### src/rtl/mem_access_unit_if.sv
// rtl/mem_access_unit_if.sv - control, bus and memory-side signals of the memory access unit
interface mem_access_unit_if #(
    parameter int WIDTH = 16
);
    logic             start;
    logic             rw;
    logic             ld_mar;
    logic             ld_mdr;
    logic [WIDTH-1:0] bus_in;
    logic [WIDTH-1:0] mux_in;
    logic [WIDTH-1:0] mem_rdata;
    logic             mem_sel;
    logic [WIDTH-1:0] mem_addr;
    logic [WIDTH-1:0] mem_wdata;
    logic             mem_ce;
    logic             mem_we;
    logic [WIDTH-1:0] mar;
    logic [WIDTH-1:0] mdr;
    logic             busy;
    logic             done;
    logic [15:0]      access_count;

    modport master (
        output start, rw, ld_mar, ld_mdr, bus_in, mux_in, mem_rdata,
        input  mem_sel, mem_addr, mem_wdata, mem_ce, mem_we, mar, mdr,
               busy, done, access_count
    );

    modport slave (
        input  start, rw, ld_mar, ld_mdr, bus_in, mux_in, mem_rdata,
        output mem_sel, mem_addr, mem_wdata, mem_ce, mem_we, mar, mdr,
               busy, done, access_count
    );
endinterface

### src/rtl/mem_access_unit.sv
// rtl/mem_access_unit.sv - MAR/MDR memory access sequencer; MEM_ACCESS_COUNT_EN adds a transaction counter
module mem_access_unit #(
    parameter int WIDTH       = 16,
    parameter int WAIT_CYCLES = 2
) (
    input logic              clk,
    input logic              reset,
    mem_access_unit_if.slave bus
);
    typedef enum logic [1:0] {
        IDLE   = 2'd0,
        ACCESS = 2'd1,
        DONE   = 2'd2
    } state_t;

    state_t           state;
    logic [3:0]       wait_cnt;
    logic             rw_q;
    logic [WIDTH-1:0] mar_q;
    logic [WIDTH-1:0] mdr_q;
    logic             mem_ce_q;
    logic             mem_we_q;
    logic             mem_sel_q;
    logic             busy_q;
    logic             done_q;

    // Outputs are registered alongside the state so they change exactly on transitions.
    always_ff @(posedge clk) begin
        if (reset) begin
            state     <= IDLE;
            wait_cnt  <= 4'd0;
            rw_q      <= 1'b0;
            mar_q     <= '0;
            mdr_q     <= '0;
            mem_ce_q  <= 1'b0;
            mem_we_q  <= 1'b0;
            mem_sel_q <= 1'b0;
            busy_q    <= 1'b0;
            done_q    <= 1'b0;
        end else begin
            case (state)
                IDLE: begin
                    done_q <= 1'b0;
                    if (bus.start) begin
                        rw_q      <= bus.rw;
                        wait_cnt  <= 4'(WAIT_CYCLES - 1);
                        state     <= ACCESS;
                        busy_q    <= 1'b1;
                        mem_ce_q  <= 1'b1;
                        mem_we_q  <= bus.rw;
                        mem_sel_q <= ~bus.rw;
                    end else begin
                        if (bus.ld_mar) mar_q <= bus.bus_in;
                        if (bus.ld_mdr) mdr_q <= bus.mux_in;
                    end
                end
                ACCESS: begin
                    if (wait_cnt == 4'd0) begin
                        // Mux is steered to memory during a read, so mux_in carries read data here.
                        if (!rw_q) mdr_q <= bus.mux_in;
                        state     <= DONE;
                        mem_ce_q  <= 1'b0;
                        mem_we_q  <= 1'b0;
                        mem_sel_q <= 1'b0;
                        done_q    <= 1'b1;
                    end else begin
                        wait_cnt <= wait_cnt - 4'd1;
                    end
                end
                DONE: begin
                    state  <= IDLE;
                    done_q <= 1'b0;
                    busy_q <= 1'b0;
                end
                default: begin
                    state     <= IDLE;
                    mem_ce_q  <= 1'b0;
                    mem_we_q  <= 1'b0;
                    mem_sel_q <= 1'b0;
                    busy_q    <= 1'b0;
                    done_q    <= 1'b0;
                end
            endcase
        end
    end

`ifdef MEM_ACCESS_COUNT_EN
    logic [15:0] count_q;

    always_ff @(posedge clk) begin
        if (reset) begin
            count_q <= 16'd0;
        end else if (state == DONE) begin
            count_q <= count_q + 16'd1;
        end
    end

    assign bus.access_count = count_q;
`else
    assign bus.access_count = 16'd0;
`endif

    assign bus.mem_sel   = mem_sel_q;
    assign bus.mem_addr  = mar_q;
    assign bus.mem_wdata = mdr_q;
    assign bus.mem_ce    = mem_ce_q;
    assign bus.mem_we    = mem_we_q;
    assign bus.mar       = mar_q;
    assign bus.mdr       = mdr_q;
    assign bus.busy      = busy_q;
    assign bus.done      = done_q;
endmodule

### src/flat_wrapper.sv
// flat-port wrapper written by rule: the top's interface ports become plain ports
module mem_access_unit_flat 
#(
    parameter int WIDTH       = 16,
    parameter int WAIT_CYCLES = 2
)
  (clk, reset, bus_start, bus_rw, bus_ld_mar, bus_ld_mdr, bus_bus_in, bus_mux_in, bus_mem_rdata, bus_mem_sel, bus_mem_addr, bus_mem_wdata, bus_mem_ce, bus_mem_we, bus_mar, bus_mdr, bus_busy, bus_done, bus_access_count);
  mem_access_unit_if #(.WIDTH(WIDTH)) bus_i ();
  input logic clk;
  input logic reset;
  input wire logic [$bits(bus_i.start)-1:0] bus_start;
  input wire logic [$bits(bus_i.rw)-1:0] bus_rw;
  input wire logic [$bits(bus_i.ld_mar)-1:0] bus_ld_mar;
  input wire logic [$bits(bus_i.ld_mdr)-1:0] bus_ld_mdr;
  input wire logic [$bits(bus_i.bus_in)-1:0] bus_bus_in;
  input wire logic [$bits(bus_i.mux_in)-1:0] bus_mux_in;
  input wire logic [$bits(bus_i.mem_rdata)-1:0] bus_mem_rdata;
  output wire logic [$bits(bus_i.mem_sel)-1:0] bus_mem_sel;
  output wire logic [$bits(bus_i.mem_addr)-1:0] bus_mem_addr;
  output wire logic [$bits(bus_i.mem_wdata)-1:0] bus_mem_wdata;
  output wire logic [$bits(bus_i.mem_ce)-1:0] bus_mem_ce;
  output wire logic [$bits(bus_i.mem_we)-1:0] bus_mem_we;
  output wire logic [$bits(bus_i.mar)-1:0] bus_mar;
  output wire logic [$bits(bus_i.mdr)-1:0] bus_mdr;
  output wire logic [$bits(bus_i.busy)-1:0] bus_busy;
  output wire logic [$bits(bus_i.done)-1:0] bus_done;
  output wire logic [$bits(bus_i.access_count)-1:0] bus_access_count;
  assign bus_i.start = bus_start;
  assign bus_i.rw = bus_rw;
  assign bus_i.ld_mar = bus_ld_mar;
  assign bus_i.ld_mdr = bus_ld_mdr;
  assign bus_i.bus_in = bus_bus_in;
  assign bus_i.mux_in = bus_mux_in;
  assign bus_i.mem_rdata = bus_mem_rdata;
  assign bus_mem_sel = bus_i.mem_sel;
  assign bus_mem_addr = bus_i.mem_addr;
  assign bus_mem_wdata = bus_i.mem_wdata;
  assign bus_mem_ce = bus_i.mem_ce;
  assign bus_mem_we = bus_i.mem_we;
  assign bus_mar = bus_i.mar;
  assign bus_mdr = bus_i.mdr;
  assign bus_busy = bus_i.busy;
  assign bus_done = bus_i.done;
  assign bus_access_count = bus_i.access_count;
  mem_access_unit #(.WIDTH(WIDTH), .WAIT_CYCLES(WAIT_CYCLES)) u_core (.clk(clk), .reset(reset), .bus(bus_i));
endmodule
### config.mk
export PLATFORM = sky130hd
export DESIGN_NAME = mem_access_unit_flat
export DESIGN_NICKNAME = d
export VERILOG_FILES = /design/src/rtl/mem_access_unit_if.sv /design/src/rtl/mem_access_unit.sv /design/src/flat_wrapper.sv
export SDC_FILE = /design/constraint.sdc
export NUM_CORES = 1
export LEC_CHECK = 0
export ABC_AREA = 0
export ABC_CLOCK_PERIOD_IN_PS = 2900
export BUFFER_PORTS_ARGS = -buffer_cell sky130_fd_sc_hd__buf_4
export CORE_AREA = 2 2 78 80
export DETAILED_ROUTE_END_ITERATION = 7
export DIE_AREA = 0 0 80 82
export PLACE_DENSITY = 0.77
export SETUP_SLACK_MARGIN = 0.02
export SYNTH_ARGS = -nofsm -noshare
export SYNTH_HDL_FRONTEND = slang
export SYNTH_SLANG_ARGS = --single-unit
### constraint.sdc
create_clock -name clk -period 2.9 [get_ports clk]
set_clock_uncertainty 0.1 [all_clocks]
set_input_delay 0 -clock clk [delete_from_list [all_inputs] [get_ports clk]]
set_output_delay 0 -clock clk [all_outputs]
set_load 0.02 [all_outputs]
Word level (Yosys, flattened, before mapping)
Cells that the tools add are included.
{ "totals": {"ff_bits": 44, "input_bits": 54, "output_inout_bits": 85, "wordCells": 53} }
{ "classes": {"n_addsub": 1, "n_eq_ne": 8, "mux": 19, "n_bitwise": 4, "reduce_logical": 11} }
{ "ops": {"columns": ["op", "n"], "rows": [
  ["2-to-1 mux 16 bit", 4],
  ["case mux 16 bit (2 select lines)", 1],
  ["!= test 2 bit (second input constant)", 5],
  ["case mux 1 bit (3 select lines)", 3],
  ["AND reduction 3 bit", 3],
  ["2-to-1 mux 4 bit", 2],
  ["case mux 4 bit (2 select lines)", 1],
  ["AND reduction 2 bit", 3],
  ["AND reduction 5 bit", 1],
  ["zero test 4 bit", 1],
  ["2-to-1 mux 1 bit", 4],
  ["2-to-1 mux 2 bit", 2],
  ["NOT 1 bit", 4],
  ["case mux 2 bit (2 select lines)", 1],
  ["subtractor 4 x 1 -> 4 bit (second input constant)", 1],
  ["== test 2 x 1 -> 1 bit (second input constant)", 1],
  ["== test 2 bit (second input constant)", 1],
  ["zero test 2 bit", 1],
  ["!= test 2 x 1 -> 1 bit (second input constant)", 1],
  ["case mux 1 bit (2 select lines)", 1],
  ["nonzero test 2 bit", 1],
  ["OR reduction 2 bit", 1]
]} }

Depth between registers and ports, before layout
Gate-level depths: netlist of run 1.
{ "depth": {"depth_word": 3, "mapped_depth": 6, "mapped_depth_nobuf": 5} }

Worst setup path before layout of run 1
OpenSTA, ideal clock, no wires.
{ "synth_path": {"path_type": "register to register", "from": "register u_core.wait_cnt[0]", "to": "register u_core.mdr_q[10], in the netlist u_core.bus.mdr[10]", "setup_ns": 0.072, "arrival_ns": 1.613, "slack_ns": 1.115, "stages_incl_launch_ff": 7, "n_path_buf": 1, "synth_period_minus_slack_ns": 1.785, "path_cell_list": "dfxtp_1 -> inv_1 -> ha_1 -> nand4bb_2 -> a221oi_4 -> buf_8 -> mux2i_1"} }
{ "synth_via": {"elab_chain_cells": 3} }
{ "synth_rtl": {"columns": ["element", "line_no", "source"], "rows": [
  ["from (decl)", "mem_access_unit.sv:17", "logic [3:0] wait_cnt;"],
  ["from (signal assigned)", "mem_access_unit.sv:46", "wait_cnt <= 4'(WAIT_CYCLES - 1);"],
  ["from (signal assigned)", "mem_access_unit.sv:67", "wait_cnt <= wait_cnt - 4'd1;"],
  ["zero test 4 bit", "mem_access_unit.sv:58", "if (wait_cnt == 4'd0) begin"],
  ["!= test 2 x 1 -> 1 bit (no line)", null, null],
  ["AND reduction 5 bit (no line)", null, null],
  ["to (signal assigned)", "mem_access_unit.sv:54", "if (bus.ld_mdr) mdr_q <= bus.mux_in;"],
  ["to (signal assigned)", "mem_access_unit.sv:60", "if (!rw_q) mdr_q <= bus.mux_in;"],
  ["to (decl)", "mem_access_unit.sv:20", "logic [WIDTH-1:0] mdr_q;"]
]} }
No other way between the ends.
A chain may end at the register's enable or synchronous reset.

Worst setup path after layout of run 1
{ "layout_path": {"from": "register u_core.wait_cnt[0]", "to": "register u_core.mdr_q[6], in the netlist u_core.bus.mdr[6]"} }
The elaborated chain is that of the path after synthesis.

==> metrics.cfg, run 1 <==
[outcome]
outcome = complete, no violations

[timing]
max_freq_mhz = 545.5
tightestPinTransition_ns = 0.5183
hold_viol_final = 0
slew_violations = 0
rsz0062_at_grt = no
hold_slack_ns = 0.04999
min_period_ns = 1.833
final.period_utilization = 0.6321
tns_ns = 0
maxSlewHeadroom = 0.6545
fin_ws_ns = 1.067
setup_viol_count_final = 0

[flow_run]
maxCapViolCount = 0

[worst_setup_path]
path_class = flip-flop to flip-flop
path_cells = inv_1 > ha_1 > nand4bb_2 > a221oi_4 > buf_4 > mux2i_1
path_delay_family = buffers and inverters
cp_num_buf_inv = 2
crit_fanout = 16
critPathCaptureType = flip-flop
worst_ep_arrival_time_ns = 1.95
worst_path_max_delay_cell = dfxtp_1
max_stage_delay_ns = 0.33
critPathRequiredTime_ns = 3.02
crit_path_start_kind = flip-flop

[drt]
wirelength_um = 5132
drc = 0
viasPerCell = 4.483
drt_iter0_drc = 42
wl_per_cell_um = 11.96
ant_nets = 0
num_vias = 1923
firstDrtPassIters = 4

[synth]
synth_area_um2 = 2226
synthFlopType = dfxtp_1
synthTopCellsByArea = dfxtp_1 40%, buf_4 16%, nand2b_1 10%
synth-seq-area-share = 0.3957
synth_most_common_cell = buf_4
synth_seq_cells = 44
synth-edff-count = 0
ys_warn_count = 0
synthCells = 251
synth_common_cells = 48 x buf_4, 44 x dfxtp_1, 37 x nand2b_1
synth.distinct_cells = 31
synth_top_area_cell = dfxtp_1
avgSynthCellArea_um2 = 8.868
synth-async-reset-ratio = 0
yosys.area.top_type_share = 0.3957

[clock_network]
numCtsBuffers = 5
postCtsSetupRepairBufs = 0
insertion_delay_ns = 0.28
cts_max_path_buffers = 2
cts_root_buf = clkbuf_8
path_clk_slew_ns = 0.08
cts_resized = 0
cts_num_sinks = 44
tritoncts = done
htreeDepth = 2

[cells_and_area]
postLayoutCoreUtil = 0.5531
antenna_cells = 0
instances_no_fill = 429
area_growth_pct = 42.78
finalNetCount = 408
drive_gt1_frac = 0.3333

[power]
switchingPower_w = 0.0005867
p_leak_nw = 1.457
p_per_area_nw_per_um2 = 553.2
power.share.combinational = 0.358
max-vdd-ir-drop_v = 0.0002571
p_int_w = 0.001171
p_clk_frac = 0.220
power_frac_seq = 0.422
switching_share = 0.3337

[worst_hold_path]
hp-class = primary input to flip-flop

[place]
dpl.hpwl_um = 3378
portBuffers = 106
dp_cells = 388
dpl_worst_slack_ns = 1.052
routabilityCongestion = 0.6913

[global_route]
grt_pass1_vias = 1658
grt_max_degree = 64
grt_pass1_wl_um = 7486
antenna_found_initial = 0
groute.usage.overall = 0.1458
grt-ovfl-total = 0

[floorplanning]
pin_count = 139
core_area_um2 = 5746
die_w_um = 80
die_y_um = 82
num_rows = 28
die_area_um2 = 6560
start_util = 0.3874

[state kept, by name (all words and copies together) (netlist names)]
name,flops
u_core.state,2
u_core.bus.mem_ce,1
u_core.rw_q,1
u_core.bus.mem_we,1
u_core.wait_cnt,4
u_core.bus.mdr,16
u_core.bus.busy,1
u_core.bus.mar,16
u_core.bus.done,1
u_core.bus.mem_sel,1
[routing by layer]
| metal | wire [um] | track usage | vias to the layer above |
|---|---|---|---|
| met5 | 0 | 0 | - |
| met4 | 68 | 0.05593 | 0 |
| met3 | 396 | 0.03626 | 6 |
| met2 | 2669 | 0.2667 | 80 |
| met1 | 1998 | 0.1626 | 876 |
| li1 | - | - | 961 |
[through the flow]
stage / power [W] / area (um^2)
floorplan: 0.001200 / 2282
global placement: 0.001337 / 2758
detailed placement: 0.001351 / 2758
CTS: 0.001785 / 3178
global route: 0.001864 / 3178
finish: 0.001758 / 3178
[cells by family (layout without fill, tap and decap cells)]
| group | Yosys count | in the layout | synth area share |
|---|---|---|---|
| AO/OA/AOI/OAI | 29 | 29 | 0.08095 |
| adder cells (fa/ha/maj) | 1 | 1 | 0.005620 |
| other | 1 | 16 | 0.001685 |
| AND/OR/NAND/NOR | 92 | 92 | 0.2338 |
| buffers and inverters | 66 | 154 | 0.2012 |
| flip-flops | 44 | 44 | 0.3957 |
| multiplexers | 18 | 18 | 0.08094 |
[final timing paths]
kind	start	cells past startpoint	to	slack, ns
setup / recovery	u_core.wait_cnt[0]	6	u_core.bus.mdr[6]	1.07
hold / removal	bus_start	3	u_core.state[0]	0.05
setup reg to reg	u_core.wait_cnt[0]	6	u_core.bus.mdr[6]	1.07
hold reg to reg	u_core.bus.mem_ce	2	u_core.bus.mem_ce	0.36
[placed cells by master, fill, tap and decap left out]
| master | n |
|---|---|
| nand2b_1 | 37 |
| nor3_1 | 3 |
| buf_4 | 108 |
| clkbuf_8 | 6 |
| or3_1 | 1 |
| dfxtp_1 | 44 |
| o22ai_1 | 1 |
| nand2_1 | 34 |
| a221oi_4 | 1 |
| conb_1 | 16 |
| mux2i_1 | 18 |
| nor3b_1 | 2 |
| nand4bb_2 | 1 |
| dlygate4sd3_1 | 33 |
| or3b_1 | 3 |
| o32ai_1 | 2 |
| or4b_1 | 2 |
| nor2_1 | 4 |
| nand3b_1 | 2 |
| o21bai_1 | 1 |
| and3b_1 | 1 |
| inv_1 | 5 |
| a21oi_1 | 21 |
| nor4b_2 | 1 |
| ha_1 | 1 |
| or2_4 | 1 |
| o21ai_0 | 2 |
| clkbuf_1 | 2 |
| o211ai_1 | 1 |
[worst min-delay path, stage by stage]
cell      delay (ns)
buf_4           0.11
o21bai_1        0.11
nor3b_1         0.17
[area by class of cell]
cell class	count	area (um^2)
Clock buffer	8	90.09
Fill cell	495	2567
Inverter	5	18.77
Multi-Input combinational cell	156	953.4
Sequential cell	44	880.8
Tap cell	75	93.84
Timing Repair Buffer	141	1141
[what timing repair did]
item	CTS	global route
hold buffers	33	0
endpoints found under the hold margin	35	0
setup endpoints to repair	0	0
[power by group through the flow]
stage	clock, W	sequential, W	combinational [W]
floorplan	0	0.000804	0.000396
global route	0.000427	0.000753	0.000684
detailed placement	0	0.000754	0.000598
global placement	0	0.000750	0.000587
CTS	0.000411	0.000741	0.000634
finish	0.000387	0.000741	0.000629
(Power assumes the default switching activity.)
==> run 2, diff against run 1 <==
--- a/config.mk
+++ b/config.mk
@@ -5,12 +5,12 @@
 export SDC_FILE = /design/constraint.sdc
 export NUM_CORES = 1
 export LEC_CHECK = 0
-export ABC_AREA = 0
-export ABC_CLOCK_PERIOD_IN_PS = 2900
+export ABC_AREA = 1
+export ABC_CLOCK_PERIOD_IN_PS = 1550
 export BUFFER_PORTS_ARGS = -buffer_cell sky130_fd_sc_hd__buf_4
-export CORE_AREA = 2 2 78 80
+export CORE_AREA = 2 2 80 82
 export DETAILED_ROUTE_END_ITERATION = 7
-export DIE_AREA = 0 0 80 82
+export DIE_AREA = 0 0 82 84
 export PLACE_DENSITY = 0.77
 export SETUP_SLACK_MARGIN = 0.02
 export SYNTH_ARGS = -nofsm -noshare
==> constraint.sdc (replaced) <==
create_clock -name clk -period 1.55 [get_ports clk]
set_clock_uncertainty 0.1 [all_clocks]
set_input_delay 0 -clock clk [delete_from_list [all_inputs] [get_ports clk]]
set_output_delay 0 -clock clk [all_outputs]
set_load 0.02 [all_outputs]
==> run 2 against run 1 <==
Synthesized cell count up 29%. Wire length grew 13%. Via count grew 16%. Setup slack worse by 1.0 ns. Critical path type unchanged. Critical endpoint is now u_core.bus.mdr[8]. Largest cell class unchanged. Highest routed layer unchanged.
==> metrics.cfg, run 2 <==
[floorplanning]
core_area_um2 = 6096  ; +6.1%
pin_count = 139  ; unchanged
die_y_um = 84  ; +2.4%
die_w_um = 82  ; +2.5%
start_util = 0.3707  ; -0.01672
die_area_um2 = 6888  ; +5.0%
num_rows = 29  ; +3.6%

[cells_and_area]
area_growth_pct = 48.06
finalNetCount = 491  ; +20%
antenna_cells = 0  ; unchanged
layout_common_cells = 111 x buf_4, 57 x inv_1, 57 x nor2_1, 47 x nand2_1, 43 x dfxtp_1
drive_gt1_frac = 0.3028  ; -0.03058
mostFrequentLayoutCell = buf_4

[worst_setup_path]
path_delay_family = simple AND/OR/NAND/NOR gates
max_stage_delay_ns = 0.34  ; about the same
path_class = flip-flop to flip-flop
critPathCaptureType = flip-flop
worst_ep_arrival_time_ns = 1.59  ; -0.36 ns
cp_num_buf_inv = 2  ; unchanged
crit_fanout = 8  ; -8
worst_path_max_delay_cell = dfxtp_2
critPathRequiredTime_ns = 1.65  ; -1.37 ns
crit_path_start_kind = flip-flop
path_cells = inv_1 > ha_2 > nand2_2 > nand2_4 > clkbuf_16 > nand4_1 > nand2_1 > nor2_1

[synth]
synthCells = 323  ; +29%
synthTopCellsByArea = dfxtp_1 39%, buf_4 16%, inv_1 9.5%
synth-async-reset-ratio = 0  ; unchanged
synth_seq_cells = 44  ; unchanged
yosys.area.top_type_share = 0.3898  ; -0.005916
synth_top_area_cell = dfxtp_1
synth-seq-area-share = 0.3898  ; -0.005916
avgSynthCellArea_um2 = 6.996  ; -21%
ys_warn_count = 0  ; unchanged
synth_common_cells = 57 x inv_1, 57 x nor2_1, 49 x buf_4
synth.distinct_cells = 21  ; -32%
synth_area_um2 = 2260  ; +1.5%
synthFlopType = dfxtp_1
synth-edff-count = 0  ; unchanged

[outcome]
outcome = complete, no violations

[global_route]
grt_use_met3 = 0.05303  ; +0.01677
use_met1 = 0.1645  ; +0.001906
groute.usage.overall = 0.1608  ; +0.01503
grt_use_met2 = 0.2919  ; +0.02528
grt_pass1_vias = 2094  ; +26%
grt_max_degree = 20  ; -69%
grt-ovfl-total = 0  ; unchanged
antenna_found_initial = 0  ; unchanged
grt_pass1_wl_um = 8721  ; +16%
grt.busiest_layer = met2

[place]
portBuffers = 106  ; unchanged
dpl_worst_slack_ns = 0.03833  ; -1.013 ns
routabilityCongestion = 0.7060  ; +2.1%
dpl.hpwl_um = 3705  ; +9.7%

[clock_network]
htreeDepth = 2  ; unchanged
postCtsSetupRepairBufs = 0  ; unchanged
path_clk_slew_ns = 0.09  ; about the same
cts_num_sinks = 44  ; unchanged
tritoncts = done
numCtsBuffers = 5  ; unchanged
cts_root_buf = clkbuf_8
insertion_delay_ns = 0.30  ; +0.02 ns
cts_max_path_buffers = 2  ; unchanged

[worst_hold_path]
hp-class = primary input to flip-flop

[drt]
drc = 0  ; unchanged
viasPerCell = 4.341  ; -3.2%
firstDrtPassIters = 5  ; +1
wl_per_cell_um = 11.30  ; -5.5%
num_vias = 2227  ; +16%
wirelength_um = 5799  ; +13%
drt_iter0_drc = 122  ; +190%
ant_nets = 0  ; unchanged

[timing]
final.period_utilization = 0.9559  ; +0.3238
min_period_ns = 1.482  ; -0.3514 ns
hold_viol_final = 0  ; unchanged
fin_ws_ns = 0.06830  ; -0.9986 ns
slew_violations = 0  ; unchanged
max_freq_mhz = 674.9  ; +24%
setup_viol_count_final = 0  ; unchanged
tns_ns = 0  ; unchanged
hold_slack_ns = 0.1352  ; +0.08525 ns

[flow_run]
maxCapViolCount = 0  ; unchanged

[power]
p_per_area_nw_per_um2 = 1008  ; +82%
p_leak_nw = 1.800  ; +24%
max-vdd-ir-drop_v = 0.0004452  ; +73%

-- run 2: kinds of logic (layout without fill, tap and decap cells) --
group	after synthesis	count (layout)	share of synthesized area
AND/OR/NAND/NOR	136	137	0.2625
buffers and inverters	118	215	0.2896
flip-flops	44	44	0.3898
AO/OA/AOI/OAI	23	23	0.05094
adder cells (fa/ha/maj)	1	1	0.005536
other	1	16	0.001660
-- run 2: layer usage --
| metal | vias up | wire length [um] |
|---|---|---|
| met5 | - | 0 |
| met4 | 0 | 85 |
| met3 | 6 | 490 |
| met2 | 92 | 2965 |
| met1 | 993 | 2258 |
| li1 | 1136 | - |
-- run 2: layout make-up --
cell class,count,area [um^2]
clock buffer,5,68.82
clock inverter,2,12.51
fill,572,2750
inverter,58,217.7
multi-input combinational,177,808.3
sequential,44,882.1
tap,77,96.34
timing repair buffer,150,1260
-- run 2: per-stage QoR --
stage          cell area [um^2]    util  cells  power, W
2_1_floorplan              2316       -    338  0.002244
3_3_place_gp               2844  0.4665    469  0.002552
3_5_place_dp               2844  0.4665    469  0.002578
4_1_cts                    3276  0.5374    511  0.003348
5_1_grt                    3346  0.5489    513  0.003590
6_report                   3346  0.5489    513  0.003374
-- run 2: final timing paths --
check | start | to | slack (ns) | depth (start not counted)
setup / recovery | u_core.wait_cnt[0] | u_core.bus.mdr[8] | 0.07 | 8
hold / removal | bus_ld_mar | u_core.bus.mar[7] | 0.14 | 5
setup reg to reg | u_core.wait_cnt[0] | u_core.bus.mdr[8] | 0.07 | 8
hold reg to reg | u_core.bus.done | u_core.bus.done | 0.35 | 2
-- run 2: where the power goes --
| group | leakage, nW | switching [W] | internal [W] |
|---|---|---|---|
| Clock | 0.0400 | 0.000385 | 0.000305 |
| Combinational | 1.40 | 0.000741 | 0.000582 |
| Sequential | 0.363 | 0.0000993 | 0.00126 |
-- run 2: repair_timing --
| action | 4_1_cts | 5_1_grt |
|---|---|---|
| hold buffers | 35 | 0 |
| gates resized for setup | 0 | 9 |
| hold endpoints to repair | 41 | 0 |
| endpoints found under the setup margin | 0 | 19 |
-- run 2: worst reg2reg max path, cell delays in order, from the launching register on --
cell       delay (ns)
dfxtp_2          0.34
inv_1            0.07
ha_2             0.20
nand2_2          0.08
nand2_4          0.17
clkbuf_16        0.19
nand4_1          0.11
nand2_1          0.09
nor2_1           0.04
